`src/rtl/sram_ro_pkg.sv`:
```
// Shared types and defaults for the SRAM read-only port streaming reader.
package sram_ro_pkg;

    localparam int DEF_ADDR_W     = 8;
    localparam int DEF_DATA_W     = 32;
    localparam int DEF_FIFO_DEPTH = 4;

    typedef enum logic [1:0] {
        IDLE  = 2'd0,
        READ  = 2'd1,
        DRAIN = 2'd2
    } state_e;

    function automatic int fifo_ptr_w(input int depth);
        return $clog2(depth);
    endfunction

endpackage

```
`src/rtl/sram_ro_reader_if.sv`:
```
// Command, SRAM port-1 and output-stream signals of the reader; master is the reader side.
interface sram_ro_reader_if
    import sram_ro_pkg::*;
#(
    parameter int ADDR_W = DEF_ADDR_W,
    parameter int DATA_W = DEF_DATA_W
);
    logic              start;
    logic [ADDR_W-1:0] start_addr;
    logic [ADDR_W:0]   word_count;
    logic              busy;
    logic              done;
    logic              sram_csb1;
    logic [ADDR_W-1:0] sram_addr1;
    logic [DATA_W-1:0] sram_dout1;
    logic              out_valid;
    logic [DATA_W-1:0] out_data;
    logic              out_last;
    logic              out_ready;

    modport master (
        input  start, start_addr, word_count, sram_dout1, out_ready,
        output busy, done, sram_csb1, sram_addr1, out_valid, out_data, out_last
    );

    modport slave (
        output start, start_addr, word_count, sram_dout1, out_ready,
        input  busy, done, sram_csb1, sram_addr1, out_valid, out_data, out_last
    );
endinterface

```
`src/rtl/sram_ro_fifo.sv`:
```
// Small synchronous FIFO with a combinational head; occupancy is exported so the
// producer can reserve space for reads that are still in flight.
module sram_ro_fifo
    import sram_ro_pkg::*;
#(
    parameter int WIDTH = DEF_DATA_W + 1,
    parameter int DEPTH = DEF_FIFO_DEPTH
) (
    input  logic                        clk,
    input  logic                        srst,
    input  logic                        push_i,
    input  logic [WIDTH-1:0]            push_data_i,
    input  logic                        pop_i,
    output logic [WIDTH-1:0]            head_o,
    output logic                        full_o,
    output logic                        empty_o,
    output logic [fifo_ptr_w(DEPTH):0]  count_o
);
    localparam int PW = fifo_ptr_w(DEPTH);
    localparam logic [PW:0] DEPTH_C = (PW+1)'(DEPTH);

    logic [WIDTH-1:0] mem_q [DEPTH];
    logic [PW-1:0]    wr_ptr_q, rd_ptr_q;
    logic [PW:0]      count_q;
    logic             do_push, do_pop;

    assign full_o  = (count_q == DEPTH_C);
    assign empty_o = (count_q == '0);
    assign count_o = count_q;
    assign head_o  = mem_q[rd_ptr_q];
    assign do_push = push_i && !full_o;
    assign do_pop  = pop_i && !empty_o;

    // Storage is not cleared by reset; the head is masked by the consumer while empty.
    always_ff @(posedge clk) begin
        if (do_push) begin
            mem_q[wr_ptr_q] <= push_data_i;
        end
    end

    always_ff @(posedge clk) begin
        if (srst) begin
            wr_ptr_q <= '0;
            rd_ptr_q <= '0;
            count_q  <= '0;
        end else begin
            if (do_push) begin
                wr_ptr_q <= wr_ptr_q + 1'b1;
            end
            if (do_pop) begin
                rd_ptr_q <= rd_ptr_q + 1'b1;
            end
            case ({do_push, do_pop})
                2'b10:   count_q <= count_q + 1'b1;
                2'b01:   count_q <= count_q - 1'b1;
                default: count_q <= count_q;
            endcase
        end
    end
endmodule

```
`src/rtl/sram_ro_reader.sv`:
```
// Streams word_count consecutive SRAM words from start_addr onto a valid/ready stream,
// issuing a read only when the FIFO can hold it alongside any read already in flight.
module sram_ro_reader
    import sram_ro_pkg::*;
#(
    parameter int ADDR_W     = DEF_ADDR_W,
    parameter int DATA_W     = DEF_DATA_W,
    parameter int FIFO_DEPTH = DEF_FIFO_DEPTH
) (
    input  logic             wb_clk_i,
    input  logic             wb_rst_i,
    sram_ro_reader_if.master bus
);
    localparam int PW = fifo_ptr_w(FIFO_DEPTH);
    localparam logic [PW+1:0]   DEPTH_C = (PW+2)'(FIFO_DEPTH);
    localparam logic [ADDR_W:0] ONE_C   = (ADDR_W+1)'(1);

    state_e            state_q, state_d;
    logic [ADDR_W-1:0] addr_q, addr_d;
    logic [ADDR_W-1:0] last_addr_q, last_addr_d;
    logic [ADDR_W:0]   remaining_q, remaining_d;
    logic              inflight_q, inflight_last_q;
    logic              done_q, done_d;
    logic              issue, busy;
    logic              start_ok, start_zero, last_popped;
    logic              fifo_pop, fifo_full, fifo_empty;
    logic [PW:0]       fifo_count;
    logic [DATA_W:0]   fifo_head;
    logic [PW+1:0]     committed;

    assign start_ok    = (state_q == IDLE) && bus.start && (bus.word_count != '0);
    assign start_zero  = (state_q == IDLE) && bus.start && (bus.word_count == '0);
    assign committed   = {1'b0, fifo_count} + {{(PW+1){1'b0}}, inflight_q};
    assign fifo_pop    = bus.out_ready && !fifo_empty;
    assign last_popped = fifo_pop && fifo_head[DATA_W];

    always_ff @(posedge wb_clk_i) begin
        if (wb_rst_i) begin
            state_q <= IDLE;
        end else begin
            state_q <= state_d;
        end
    end

    always_comb begin
        state_d = state_q;
        case (state_q)
            IDLE:    if (start_ok) state_d = READ;
            READ:    if (issue && (remaining_q == ONE_C)) state_d = DRAIN;
            DRAIN:   if (last_popped) state_d = IDLE;
            default: state_d = IDLE;
        endcase
    end

    always_comb begin
        issue  = 1'b0;
        busy   = 1'b0;
        done_d = 1'b0;
        case (state_q)
            IDLE: done_d = start_zero;
            READ: begin
                busy  = 1'b1;
                issue = (remaining_q != '0) && !fifo_full && (committed < DEPTH_C);
            end
            DRAIN: begin
                busy   = 1'b1;
                done_d = last_popped;
            end
            default: ;
        endcase
    end

    always_comb begin
        addr_d      = addr_q;
        last_addr_d = last_addr_q;
        remaining_d = remaining_q;
        if (start_ok) begin
            addr_d      = bus.start_addr;
            remaining_d = bus.word_count;
        end else if (issue) begin
            addr_d      = addr_q + 1'b1;
            last_addr_d = addr_q;
            remaining_d = remaining_q - ONE_C;
        end
    end

    // Clearing inflight_q on reset drops any response still returning from the SRAM.
    always_ff @(posedge wb_clk_i) begin
        if (wb_rst_i) begin
            addr_q          <= '0;
            last_addr_q     <= '0;
            remaining_q     <= '0;
            inflight_q      <= 1'b0;
            inflight_last_q <= 1'b0;
            done_q          <= 1'b0;
        end else begin
            addr_q          <= addr_d;
            last_addr_q     <= last_addr_d;
            remaining_q     <= remaining_d;
            inflight_q      <= issue;
            inflight_last_q <= issue && (remaining_q == ONE_C);
            done_q          <= done_d;
        end
    end

    sram_ro_fifo #(
        .WIDTH (DATA_W + 1),
        .DEPTH (FIFO_DEPTH)
    ) u_fifo (
        .clk         (wb_clk_i),
        .srst        (wb_rst_i),
        .push_i      (inflight_q),
        .push_data_i ({inflight_last_q, bus.sram_dout1}),
        .pop_i       (fifo_pop),
        .head_o      (fifo_head),
        .full_o      (fifo_full),
        .empty_o     (fifo_empty),
        .count_o     (fifo_count)
    );

    assign bus.busy       = busy;
    assign bus.done       = done_q;
    assign bus.sram_csb1  = !issue;
    assign bus.sram_addr1 = issue ? addr_q : last_addr_q;
    assign bus.out_valid  = !fifo_empty;
    assign bus.out_data   = fifo_empty ? '0 : fifo_head[DATA_W-1:0];
    assign bus.out_last   = !fifo_empty && fifo_head[DATA_W];
endmodule

```
`src/flat_wrapper.sv`:
```
// flat-port wrapper written by rule: the top's interface ports become plain ports
module sram_ro_reader_flat import sram_ro_pkg::*;
#(
    parameter int ADDR_W     = DEF_ADDR_W,
    parameter int DATA_W     = DEF_DATA_W,
    parameter int FIFO_DEPTH = DEF_FIFO_DEPTH
)
  (wb_clk_i, wb_rst_i, bus_start, bus_start_addr, bus_word_count, bus_sram_dout1, bus_out_ready, bus_busy, bus_done, bus_sram_csb1, bus_sram_addr1, bus_out_valid, bus_out_data, bus_out_last);
  sram_ro_reader_if #(.ADDR_W(ADDR_W), .DATA_W(DATA_W)) bus_i ();
  input  logic wb_clk_i;
  input  logic wb_rst_i;
  input wire logic [$bits(bus_i.start)-1:0] bus_start;
  input wire logic [$bits(bus_i.start_addr)-1:0] bus_start_addr;
  input wire logic [$bits(bus_i.word_count)-1:0] bus_word_count;
  input wire logic [$bits(bus_i.sram_dout1)-1:0] bus_sram_dout1;
  input wire logic [$bits(bus_i.out_ready)-1:0] bus_out_ready;
  output wire logic [$bits(bus_i.busy)-1:0] bus_busy;
  output wire logic [$bits(bus_i.done)-1:0] bus_done;
  output wire logic [$bits(bus_i.sram_csb1)-1:0] bus_sram_csb1;
  output wire logic [$bits(bus_i.sram_addr1)-1:0] bus_sram_addr1;
  output wire logic [$bits(bus_i.out_valid)-1:0] bus_out_valid;
  output wire logic [$bits(bus_i.out_data)-1:0] bus_out_data;
  output wire logic [$bits(bus_i.out_last)-1:0] bus_out_last;
  assign bus_i.start = bus_start;
  assign bus_i.start_addr = bus_start_addr;
  assign bus_i.word_count = bus_word_count;
  assign bus_i.sram_dout1 = bus_sram_dout1;
  assign bus_i.out_ready = bus_out_ready;
  assign bus_busy = bus_i.busy;
  assign bus_done = bus_i.done;
  assign bus_sram_csb1 = bus_i.sram_csb1;
  assign bus_sram_addr1 = bus_i.sram_addr1;
  assign bus_out_valid = bus_i.out_valid;
  assign bus_out_data = bus_i.out_data;
  assign bus_out_last = bus_i.out_last;
  sram_ro_reader #(.ADDR_W(ADDR_W), .DATA_W(DATA_W), .FIFO_DEPTH(FIFO_DEPTH)) u_core (.wb_clk_i(wb_clk_i), .wb_rst_i(wb_rst_i), .bus(bus_i));
endmodule
```
`config.mk`:
```
export PLATFORM = sky130hd
export DESIGN_NAME = sram_ro_reader_flat
export DESIGN_NICKNAME = d
export VERILOG_FILES = /design/src/rtl/sram_ro_pkg.sv /design/src/rtl/sram_ro_reader_if.sv /design/src/rtl/sram_ro_fifo.sv /design/src/rtl/sram_ro_reader.sv /design/src/flat_wrapper.sv
export SDC_FILE = /design/constraint.sdc
export NUM_CORES = 1
export LEC_CHECK = 0
export BUFFER_PORTS_ARGS = -buffer_cell sky130_fd_sc_hd__buf_2
export CAP_MARGIN = 20
export CORE_MARGIN = 10
export CORE_UTILIZATION = 52
export DETAILED_ROUTE_END_ITERATION = 16
export PLACE_DENSITY = 0.83
export SLEW_MARGIN = 10
export SYNTH_ARGS = -nofsm -noshare
export SYNTH_HDL_FRONTEND = slang
export SYNTH_SLANG_ARGS = --single-unit
```
`constraint.sdc`:
```
create_clock -name wb_clk_i -period 2.9 [get_ports wb_clk_i]
set_input_delay 0.58 -clock wb_clk_i [delete_from_list [all_inputs] [get_ports wb_clk_i]]
set_output_delay 0.58 -clock wb_clk_i [all_outputs]
set_load 0.01 [all_outputs]
```
==> results.py <==
metrics = {
    "run_status": {
        "outcome": "finished clean",
    },
    "flow_run": {
        "maxCapViolations": 0,
    },
    "yosys": {
        "synthesis.area_sq_um": 7180,
        "synth.largest_area_cell": "edfxtp_1",
        "synth_edf_count": 132,
        "synth_top_area_share": 0.552,
        "synth.top_cells.by_area": "edfxtp_1, dfxtp_1, mux4_2",
        "synth_nets": 512,
        "synth-main-ff-cell": "edfxtp_1",
        "ys_seq_area_frac": 0.661,
        "ys_warn_count": 0,
        "ys_types": 49,
        "synth_seq_cells": 171,
        "synth.avg_cell_area_sq_um": 16.1,
        "syn_inst": 445,
        "async_flop_share": 0,
    },
    "placed_design": {
        "port_buffers": 97,
        "gp_congestion": 0.816,
        "hpwl_um": 9510,
        "place_inst": 706,
        "place_area_sq_um": 7890,
    },
    "setup_path": {
        "cpPeakStageDelay_ps": 330,
        "rrSetupSlack_ps": 610,
        "rr_endpoint": "u_core.u_fifo.count_o[2]$_SDFFE_PP0P_",
        "worstPathRequired_ps": 2320,
        "crit_chain": "inv_1 > ha_1 > inv_1 > a311oi_2 > and2_4 > inv_6 > mux2_2 > buf_2",
        "slowest_stage": "dfxtp_1",
        "crit_fanout": 11,
        "reg2reg_from": "u_core.u_fifo.count_o[0]$_SDFFE_PP0P_",
        "crit_top_cell": "inv_1",
        "rr_worst_depth": 9,
        "worst_ep_arrival_time_ps": 2170,
        "worstSetupStartpoint": "u_core.state_q[1]$_SDFFE_PP0P_",
        "critPathKind": "flip-flop to output pin",
        "cp-start-kind": "flip-flop",
        "cp-end-kind": "output pin",
    },
    "die": {
        "fp.dieH_um": 138,
        "initial_core_util": 0.536,
        "die_w_um": 138,
        "die_area_sq_um": 18900,
        "core_area_sq_um": 13400,
        "ioPinCount": 98,
        "std_cell_rows": 42,
    },
    "layout": {
        "utilization": 0.633,
        "layout-drive-gt1-share": 0.356,
        "fin_cells": 740,
        "layout_common_cells": "edfxtp_1, buf_2, dfxtp_1, nor2_1, and2_1",
        "syn2layout_area_growth_pct": 18.2,
        "fin_area_sq_um": 8490,
        "final_common_cell": "edfxtp_1",
        "antenna_cells": 0,
        "final_nets": 618,
    },
    "routing": {
        "drtPass1Iterations": 5,
        "wirelength_um": 14500,
        "vias": 4095,
        "viasPerCell": 5.53,
        "wire_per_inst_um": 19.7,
        "drtIter0Drc": 229,
        "ant_nets": 0,
        "drc": 0,
    },
    "sta": {
        "fin_crit_sh": 0.947,
        "fin_crit_ps": 2750,
        "drv_slew": 0,
        "clock.fmax_ghz": 0.364,
        "max_slew.worst_pin.slew_ps": 613,
        "final_hold_viol_count": 0,
        "clock_skew_ps": 8.92,
        "rsz0062_at_grt": "no",
        "tns_ps": 0,
        "slew_headroom": 0.589,
        "setup_viol": 0,
    },
    "global_routing": {
        "grt_pass1_wl_um": 23300,
        "grt_overflow_total": 0,
        "antenna_found_initial": 0,
        "grt_max_degree": 36,
        "grt_usage": 0.162,
        "grt_pass1_vias": 4439,
    },
    "clocking": {
        "htree_num_levels": 4,
        "cts_root_buf": "clkbuf_16",
        "cts.sinks": 171,
        "cts_made_buffers": 17,
        "cts_buffer_depth": 2,
        "clock_latency_ps": 420,
        "tritoncts": "yes",
        "ctsHoldBuffers": 0,
        "clk_pin_slew_ps": 60,
    },
    "pwr": {
        "ir_drop_v": 0.000453,
        "clkPwrFrac": 0.301,
        "p_sw_w": 0.00219,
        "p_int_w": 0.00523,
        "power_leakage_nw": 3.11,
        "swShare": 0.296,
        "powerDensity_nw_per_um2": 874,
        "comb_power_share": 0.280,
        "seqPwrFrac": 0.418,
    },
    "min_path": {
        "whs_path_depth": 1,
        "hp-class": "primary input to flip-flop",
        "min_delay_worst_endpoint": "u_core.u_fifo.mem_q[3][10]$_DFFE_PP_",
        "hp-start": "bus_sram_dout1[10]",
    },
}
[worst max-delay path, delay by kind of cell, from the launching register on]
| kind | cells | cell delay, ps |
|---|---|---|
| AOI/OAI and AO/OA | 1 | 290 |
| adders and majority gates | 1 | 210 |
| buffers and inverters | 4 | 370 |
| DFF | 1 | 330 |
| muxes | 1 | 280 |
| and+or+nand+nor | 1 | 260 |
[registers in the layout (all words and copies together) (netlist names), named ones only]
name                    flops
u_core.addr_q               8
u_core.bus.done             1
u_core.inflight_last_q      1
u_core.inflight_q           1
u_core.last_addr_q          8
u_core.remaining_q          9
u_core.state_q              2
u_core.u_fifo.count_o       3
u_core.u_fifo.mem_q       132
u_core.u_fifo.rd_ptr_q      2
u_core.u_fifo.wr_ptr_q      2
[final cells by class]
type	instances	area (sq um)
Sequential cell	171	4750
Tap cell	176	220
Inverter	16	65.1
Clock inverter	12	146
Clock buffer	20	437
Timing Repair Buffer	111	628
Multi-Input combinational cell	234	2240
Fill cell	962	4910
[cell usage after synthesis (2+ instances only)]
cell / instances
edfxtp_1: 132
and2_1: 40
dfxtp_1: 39
nor2_1: 36
mux4_2: 33
inv_1: 15
xor2_1: 14
clkbuf_1: 13
ha_1: 13
mux2i_1: 11
nand3_1: 11
mux2_2: 8
nand2_1: 7
a211oi_2: 6
buf_2: 6
nand4_1: 5
or3_1: 5
a211oi_1: 4
xnor2_1: 4
a21oi_1: 3
a311oi_1: 3
o32ai_1: 3
a311oi_2: 2
a31oi_1: 2
and3_1: 2
buf_6: 2
nor3_1: 2
nor3b_1: 2
o21ai_0: 2
[cell families after synthesis]
logic type / count (synthesis) / synth area share
xor+xnor: 18 / 0.0220
simple gates: 121 / 0.0950
fa+ha+maj: 14 / 0.0254
buf+inv: 40 / 0.0275
flops: 171 / 0.661
mux: 52 / 0.131
compound gates: 29 / 0.0378
[how the worst max path moves through the flow]
stage                             end  slack, ps
floorplan           bus_sram_addr1[0]        570
global placement    bus_sram_addr1[2]        400
detailed placement  bus_sram_addr1[6]        300
CTS                 bus_sram_addr1[5]        140
global route        bus_sram_addr1[2]         30
finish              bus_sram_addr1[5]        150
[power by group through the flow]
stage | registers (W) | logic, W | clock network [W]
2_1_floorplan | 0.00308 | 0.00154 | 0
3_3_place_gp | 0.00312 | 0.00199 | 0
3_5_place_dp | 0.00314 | 0.00206 | 0
4_1_cts | 0.00310 | 0.00211 | 0.00226
5_1_grt | 0.00313 | 0.00231 | 0.00235
6_report | 0.00310 | 0.00208 | 0.00224
[repair_timing]
action | in CTS | in global routing
setup endpoints to repair | 8 | 0
gates resized for setup | 2 | 0
buffers inserted | 2 | 0
[routing by layer]
metal,up-vias,wire length [um],GRT usage
met5,-,0,0
met4,0,328,0.0714
met3,25,1100,0.0499
met2,138,7170,0.267
met1,2030,5950,0.193
li1,1902,-,-
[metrics by stage]
stage               hold WS, ps  setup slack (ps)  power, W
floorplan                   438               573   0.00462
global placement            452               399   0.00511
detailed placement          472               301   0.00520
CTS                         358               142   0.00746
global route                356              26.9   0.00779
finish                      370               153   0.00742
No activity file was read; power rests on OpenSTA's default activity.
